### src/rtl/wb_pkg.sv
// wb_pkg: shared load-size encodings, register constants and WB lane state type.
`default_nettype none

package wb_pkg;

  localparam logic [1:0] LS_BYTE  = 2'd0;
  localparam logic [1:0] LS_HALF  = 2'd1;
  localparam logic [1:0] LS_WORD  = 2'd2;
  localparam logic [4:0] REG_ZERO = 5'd0;

  typedef struct packed {
    logic        valid;
    logic        we;
    logic [4:0]  wrreg;
    logic [31:0] wrdata;
  } wb_lane_t;

endpackage

`default_nettype wire

### src/rtl/wb_load_align.sv
// wb_load_align: combinational byte/half/word select with zero or sign extension.
`default_nettype none

module wb_load_align
  import wb_pkg::*;
(
  input  logic [1:0]  lsize_i,
  input  logic        lsigned_i,
  input  logic [1:0]  addr_i,
  input  logic [31:0] memdata_i,
  output logic [31:0] data_o
);

  logic [7:0]  byte_w;
  logic [15:0] half_w;

  always_comb begin
    case (addr_i)
      2'd0:    byte_w = memdata_i[7:0];
      2'd1:    byte_w = memdata_i[15:8];
      2'd2:    byte_w = memdata_i[23:16];
      default: byte_w = memdata_i[31:24];
    endcase
    half_w = addr_i[1] ? memdata_i[31:16] : memdata_i[15:0];
  end

  // Encoding 3 is unused by the decoder and falls through to a full word.
  always_comb begin
    case (lsize_i)
      LS_BYTE: data_o = {{24{lsigned_i & byte_w[7]}}, byte_w};
      LS_HALF: data_o = {{16{lsigned_i & half_w[15]}}, half_w};
      default: data_o = memdata_i;
    endcase
  end

endmodule

`default_nettype wire

### src/rtl/wb_dual.sv
// wb_dual: dual-lane writeback pipeline registers, load alignment and same-register arbitration.
// Optional retired-instruction counter enabled by defining WB_RETIRE_CNT_EN.
`default_nettype none

module wb_dual
  import wb_pkg::*;
#(
  parameter int XLEN = 32
) (
  input  logic            clk,
  input  logic            rst_n,
  input  logic            stall,
  input  logic            flush,
  input  logic            m_valid0,
  input  logic            m_valid1,
  input  logic            m_regwrite0,
  input  logic            m_regwrite1,
  input  logic            m_memtoreg0,
  input  logic            m_memtoreg1,
  input  logic [1:0]      m_lsize0,
  input  logic [1:0]      m_lsize1,
  input  logic            m_lsigned0,
  input  logic            m_lsigned1,
  input  logic [XLEN-1:0] m_addr0,
  input  logic [XLEN-1:0] m_addr1,
  input  logic [XLEN-1:0] m_memdata0,
  input  logic [XLEN-1:0] m_memdata1,
  input  logic [4:0]      m_wrreg0,
  input  logic [4:0]      m_wrreg1,
  output logic            regwrite,
  output logic [4:0]      wrreg,
  output logic [XLEN-1:0] wrdata,
  output logic            regwrite1,
  output logic [4:0]      wrreg1,
  output logic [XLEN-1:0] wrdata1,
  output logic [31:0]     retire_cnt
);

  wb_lane_t   lane0_q, lane0_d;
  wb_lane_t   lane1_q, lane1_d;
  logic [31:0] load0_w, load1_w;
  logic        we0_w, we1_w;

  wb_load_align u_align0 (
    .lsize_i   (m_lsize0),
    .lsigned_i (m_lsigned0),
    .addr_i    (m_addr0[1:0]),
    .memdata_i (m_memdata0),
    .data_o    (load0_w)
  );

  wb_load_align u_align1 (
    .lsize_i   (m_lsize1),
    .lsigned_i (m_lsigned1),
    .addr_i    (m_addr1[1:0]),
    .memdata_i (m_memdata1),
    .data_o    (load1_w)
  );

  assign we0_w = m_valid0 & m_regwrite0 & (m_wrreg0 != REG_ZERO);
  assign we1_w = m_valid1 & m_regwrite1 & (m_wrreg1 != REG_ZERO);

  always_comb begin
    lane0_d = lane0_q;
    lane1_d = lane1_q;
    if (flush) begin
      lane0_d.valid = 1'b0;
      lane0_d.we    = 1'b0;
      lane1_d.valid = 1'b0;
      lane1_d.we    = 1'b0;
    end else if (!stall) begin
      lane0_d.valid  = m_valid0;
      // Lane 1 is younger, so on a shared destination only its write lands.
      lane0_d.we     = we0_w & ~(we1_w & (m_wrreg0 == m_wrreg1));
      lane0_d.wrreg  = m_wrreg0;
      lane0_d.wrdata = m_memtoreg0 ? load0_w : m_addr0;
      lane1_d.valid  = m_valid1;
      lane1_d.we     = we1_w;
      lane1_d.wrreg  = m_wrreg1;
      lane1_d.wrdata = m_memtoreg1 ? load1_w : m_addr1;
    end
  end

  always_ff @(posedge clk or negedge rst_n) begin
    if (!rst_n) begin
      lane0_q <= '0;
      lane1_q <= '0;
    end else begin
      lane0_q <= lane0_d;
      lane1_q <= lane1_d;
    end
  end

  assign regwrite  = lane0_q.we;
  assign wrreg     = lane0_q.wrreg;
  assign wrdata    = lane0_q.wrdata;
  assign regwrite1 = lane1_q.we;
  assign wrreg1    = lane1_q.wrreg;
  assign wrdata1   = lane1_q.wrdata;

`ifdef WB_RETIRE_CNT_EN
  logic [31:0] cnt_q, cnt_d;

  always_comb begin
    cnt_d = cnt_q;
    if (!stall)
      cnt_d = cnt_q + {31'd0, lane0_q.valid} + {31'd0, lane1_q.valid};
  end

  always_ff @(posedge clk or negedge rst_n) begin
    if (!rst_n) cnt_q <= '0;
    else        cnt_q <= cnt_d;
  end

  assign retire_cnt = cnt_q;
`else
  assign retire_cnt = 32'd0;
`endif

endmodule

`default_nettype wire

### config.mk
export PLATFORM = sky130hd
export DESIGN_NAME = wb_dual
export DESIGN_NICKNAME = d
export VERILOG_FILES = /design/src/rtl/wb_pkg.sv /design/src/rtl/wb_load_align.sv /design/src/rtl/wb_dual.sv
export SDC_FILE = /design/constraint.sdc
export NUM_CORES = 1
export LEC_CHECK = 0
export ABC_CLOCK_PERIOD_IN_PS = 950
export CAP_MARGIN = 20
export CORE_MARGIN = 3
export CORE_UTILIZATION = 39
export DETAILED_ROUTE_END_ITERATION = 12
export PLACE_DENSITY = 0.92
export SLEW_MARGIN = 20
export SYNTH_ARGS = -nofsm -noshare
export SYNTH_HDL_FRONTEND = slang
export SYNTH_SLANG_ARGS = --single-unit
export TNS_END_PERCENT = 1
### constraint.sdc
create_clock -name clk -period 0.95 [get_ports clk]
set_input_delay 0.19 -clock clk [delete_from_list [all_inputs] [get_ports clk]]
set_output_delay 0.19 -clock clk [all_outputs]
set_load 0.01 [all_outputs]
==> results.json <==
{
  "avgSynthCellArea_um2": 8.37,
  "synth_top_family_by_area": "compound AO/OA/AOI/OAI gates",
  "ys_ff_latch": 76,
  "antenna_found_initial": 2,
  "die_x_um": 116,
  "final_area_mm2": 0.00803,
  "avgViaCountPerCell": 5.61,
  "syn_area_mm2": 0.00469,
  "p_total_mw": 10.9,
  "htree_levels": 3,
  "ys_types": 49,
  "vias": 5662,
  "drtAntennaViolNets": 0,
  "first_global_vias": 5666,
  "fp.dieArea_mm2": 0.0134,
  "ios": 262,
  "synthFlopType": "dfrtp_1",
  "row_count": 39,
  "intPower_mw": 7.47,
  "run_status": "complete, but fails checks",
  "port_buffers": 229,
  "post-route-drc-count": 0,
  "setup_violations": 142,
  "pwr-share-clk_pct": 28.9,
  "synth-compound-area-share_pct": 25.6,
  "placedInstanceArea_mm2": 0.00767,
  "switching_share_pct": 31.1,
  "critPathRequiredTime_ns": 1.16,
  "p_sw_mw": 3.38,
  "drv_cap": 0,
  "hold_slack_ns": 0.164,
  "skew_ns": 0,
  "clock-sinks": 76,
  "power_frac_seq_pct": 37.2,
  "p_comb_share_pct": 33.9,
  "fin_crit_ns": 1.34,
  "hp-start": "flush",
  "path_max_fanout": 8,
  "final_util_pct": 69.1,
  "fin_crit_sh_pct": 141,
  "cp-end-kind": "register",
  "wl_per_cell_um": 19.7,
  "dp_hpwl_um": 14800,
  "muxShareOfSynthArea_pct": 3.17,
  "cts_tree": "built",
  "wirelength_um": 19900,
  "async_flop_share_pct": 100,
  "arrival_ns": 1.54,
  "timing.rr.start": "regwrite",
  "yosys.area_share.adder_pct": 0,
  "cts_root_buf": "clkbuf_16",
  "vdd.ir_drop.worst_mv": 0.767,
  "grt_max_degree": 44,
  "synth_edf_count": 0,
  "die_y_um": 116,
  "grt_pass1_wl_um": 30000,
  "clk-insertion-delay-late_ns": 0.32,
  "crit_path_start_kind": "input port",
  "drt-initial-drc-count": 502,
  "p_leak_nw": 3.52,
  "drive_above_1_share_pct": 30.3,
  "clk_pin_slew_ns": 0.06,
  "finalHoldViolations": 0,
  "rsz0062_at_grt": "true",
  "max_clock_freq_ghz": 0.748,
  "drv_slew": 0,
  "synthCells": 561,
  "initial_core_util_pct": 40.4,
  "cts_max_path_buffers": 2,
  "num-nets-final": 1014,
  "core-area_mm2": 0.0116,
  "violations": "setup timing",
  "fin_ws_ns": -0.387,
  "hp-class": "input port to register",
  "power.density_mw_per_mm2": 1350,
  "numCtsBuffers": 9,
  "path_class": "input port to register",
  "grt-ovfl-total": 0,
  "crit_start": "m_memdata0[7]",
  "ys_seq_area_share_pct": 40.5,
  "gp_congestion": 0.956,
  "n_fill_cell": 883,
  "grtUsageTotal_pct": 28.8,
  "area_delta_synth_final_pct": 71.0,
  "first_pass_iters": 5,
  "synth-simple-area-share_pct": 20.2,
  "ys_warn_count": 0,
  "synth-xor-area-share_pct": 0.933
}
## worst max-delay path, cell delays in order
cell and delay (ns):
buf_2 0.11, mux4_2 0.50, or2_4 0.27, a41oi_4 0.21, buf_6 0.19, a21oi_1 0.08
## state kept, by name, summed over array words and instances, names as in the netlist
register / count
regwrite: 1
regwrite1: 1
wrdata: 32
wrdata1: 32
wrreg: 5
wrreg1: 5
## area by class of cell
cell class / instances / area, um^2 / area share (%)
multi-input combinational: 434 / 2690 / 33.5
clock inverter: 2 / 10.0 / 0.125
tap: 143 / 179 / 2.23
timing repair buffer: 331 / 2960 / 36.8
clock buffer: 14 / 254 / 3.16
inverter: 8 / 30.0 / 0.374
sequential: 76 / 1900 / 23.7
antenna: 1 / 2.50 / 0.0312
## synth_stat cells (all sizes together) (6+ instances only)
master | count | share of area [%]
nor2b | 8 | 1.1
a21oi | 70 | 7.5
nand2 | 84 | 6.7
o21ai | 63 | 6.7
or3 | 55 | 7.3
a22oi | 19 | 3.0
buf | 36 | 5.8
a22o | 6 | 1.1
and3 | 6 | 0.80
nor2 | 8 | 0.64
inv | 8 | 0.64
clkbuf | 38 | 3.0
mux2i | 7 | 1.5
nor3 | 8 | 0.85
dfrtp | 76 | 41
## routing by layer
layer / vias up / track usage [%] / routed length [um]
met4: 2 / 9.44 / 582
met2: 352 / 46.6 / 9560
met5: - / 0 / 13
met3: 60 / 7.00 / 1900
met1: 2684 / 38.1 / 7860
li1: 2564 / - / -
## timing repair
action / CTS / global route
hold buffers: 1 / 0
gates resized for setup: 449 / 39
cloned: 2 / 0
setup buffers: 5 / 0
setup endpoints to repair: 152 / 142
pin swaps: 21 / 5
hold endpoints to repair: 76 / 0
## path summary, 6_finish.rpt
path                                   end  slack [ns]  cells after the start
worst max-delay path            wrdata[16]       -0.39                      6
worst min-delay path             regwrite1        0.16                      3
worst max register to register    regwrite       -0.13                      4
worst min register to register   wrreg1[0]        0.49                      2
max in group asynchronous       wrdata1[8]        0.33                      3
min in group asynchronous        wrdata[8]        0.38                      3
## logic make-up (layout without fill, tap and decap cells)
group	count (synthesis)	in the layout
AOI/OAI and AO/OA	197	197
and+or+nand+nor	189	189
buffers and inverters	82	355
DFF	76	76
muxes	11	11
xor gates and xnor gates	5	5
other	1	33
## stage by stage
| stage | setup TNS [ns] | std cells | setup slack, ns |
|---|---|---|---|
| global placement | -80.16 | 986 | -1.09 |
| finish | -23.81 | 1009 | -0.387 |
| floorplan | -35.36 | 592 | -0.658 |
| detailed placement | -83.76 | 986 | -1.14 |
| CTS | -25.22 | 1010 | -0.442 |
| global route | -27.64 | 1009 | -0.381 |
## cells in the final DEF, fill, tap and decap left out, types with 17 or more instances in the layout
cell             Yosys  layout
buf_4               32      78
buf_2                1      57
o21ai_0             63      59
nand2_1             84      82
clkdlybuf4s50_1      0     127
a22oi_1             19      17
or3_1               55      55
a21oi_2              0      20
conb_1               1      32
buf_6                2      46
a21oi_1             70      50
dfrtp_1             76      76
## power groups by stage
stage	logic, mW	clock network (mW)	registers, mW
6_report	3.68	3.13	4.04
5_1_grt	3.95	3.33	4.09
4_1_cts	3.55	3.15	4.02
3_5_place_dp	3.75	0	4.05
3_3_place_gp	3.67	0	4.04
2_1_floorplan	1.14	0	4.26
No activity file was read; power rests on OpenSTA's default activity.
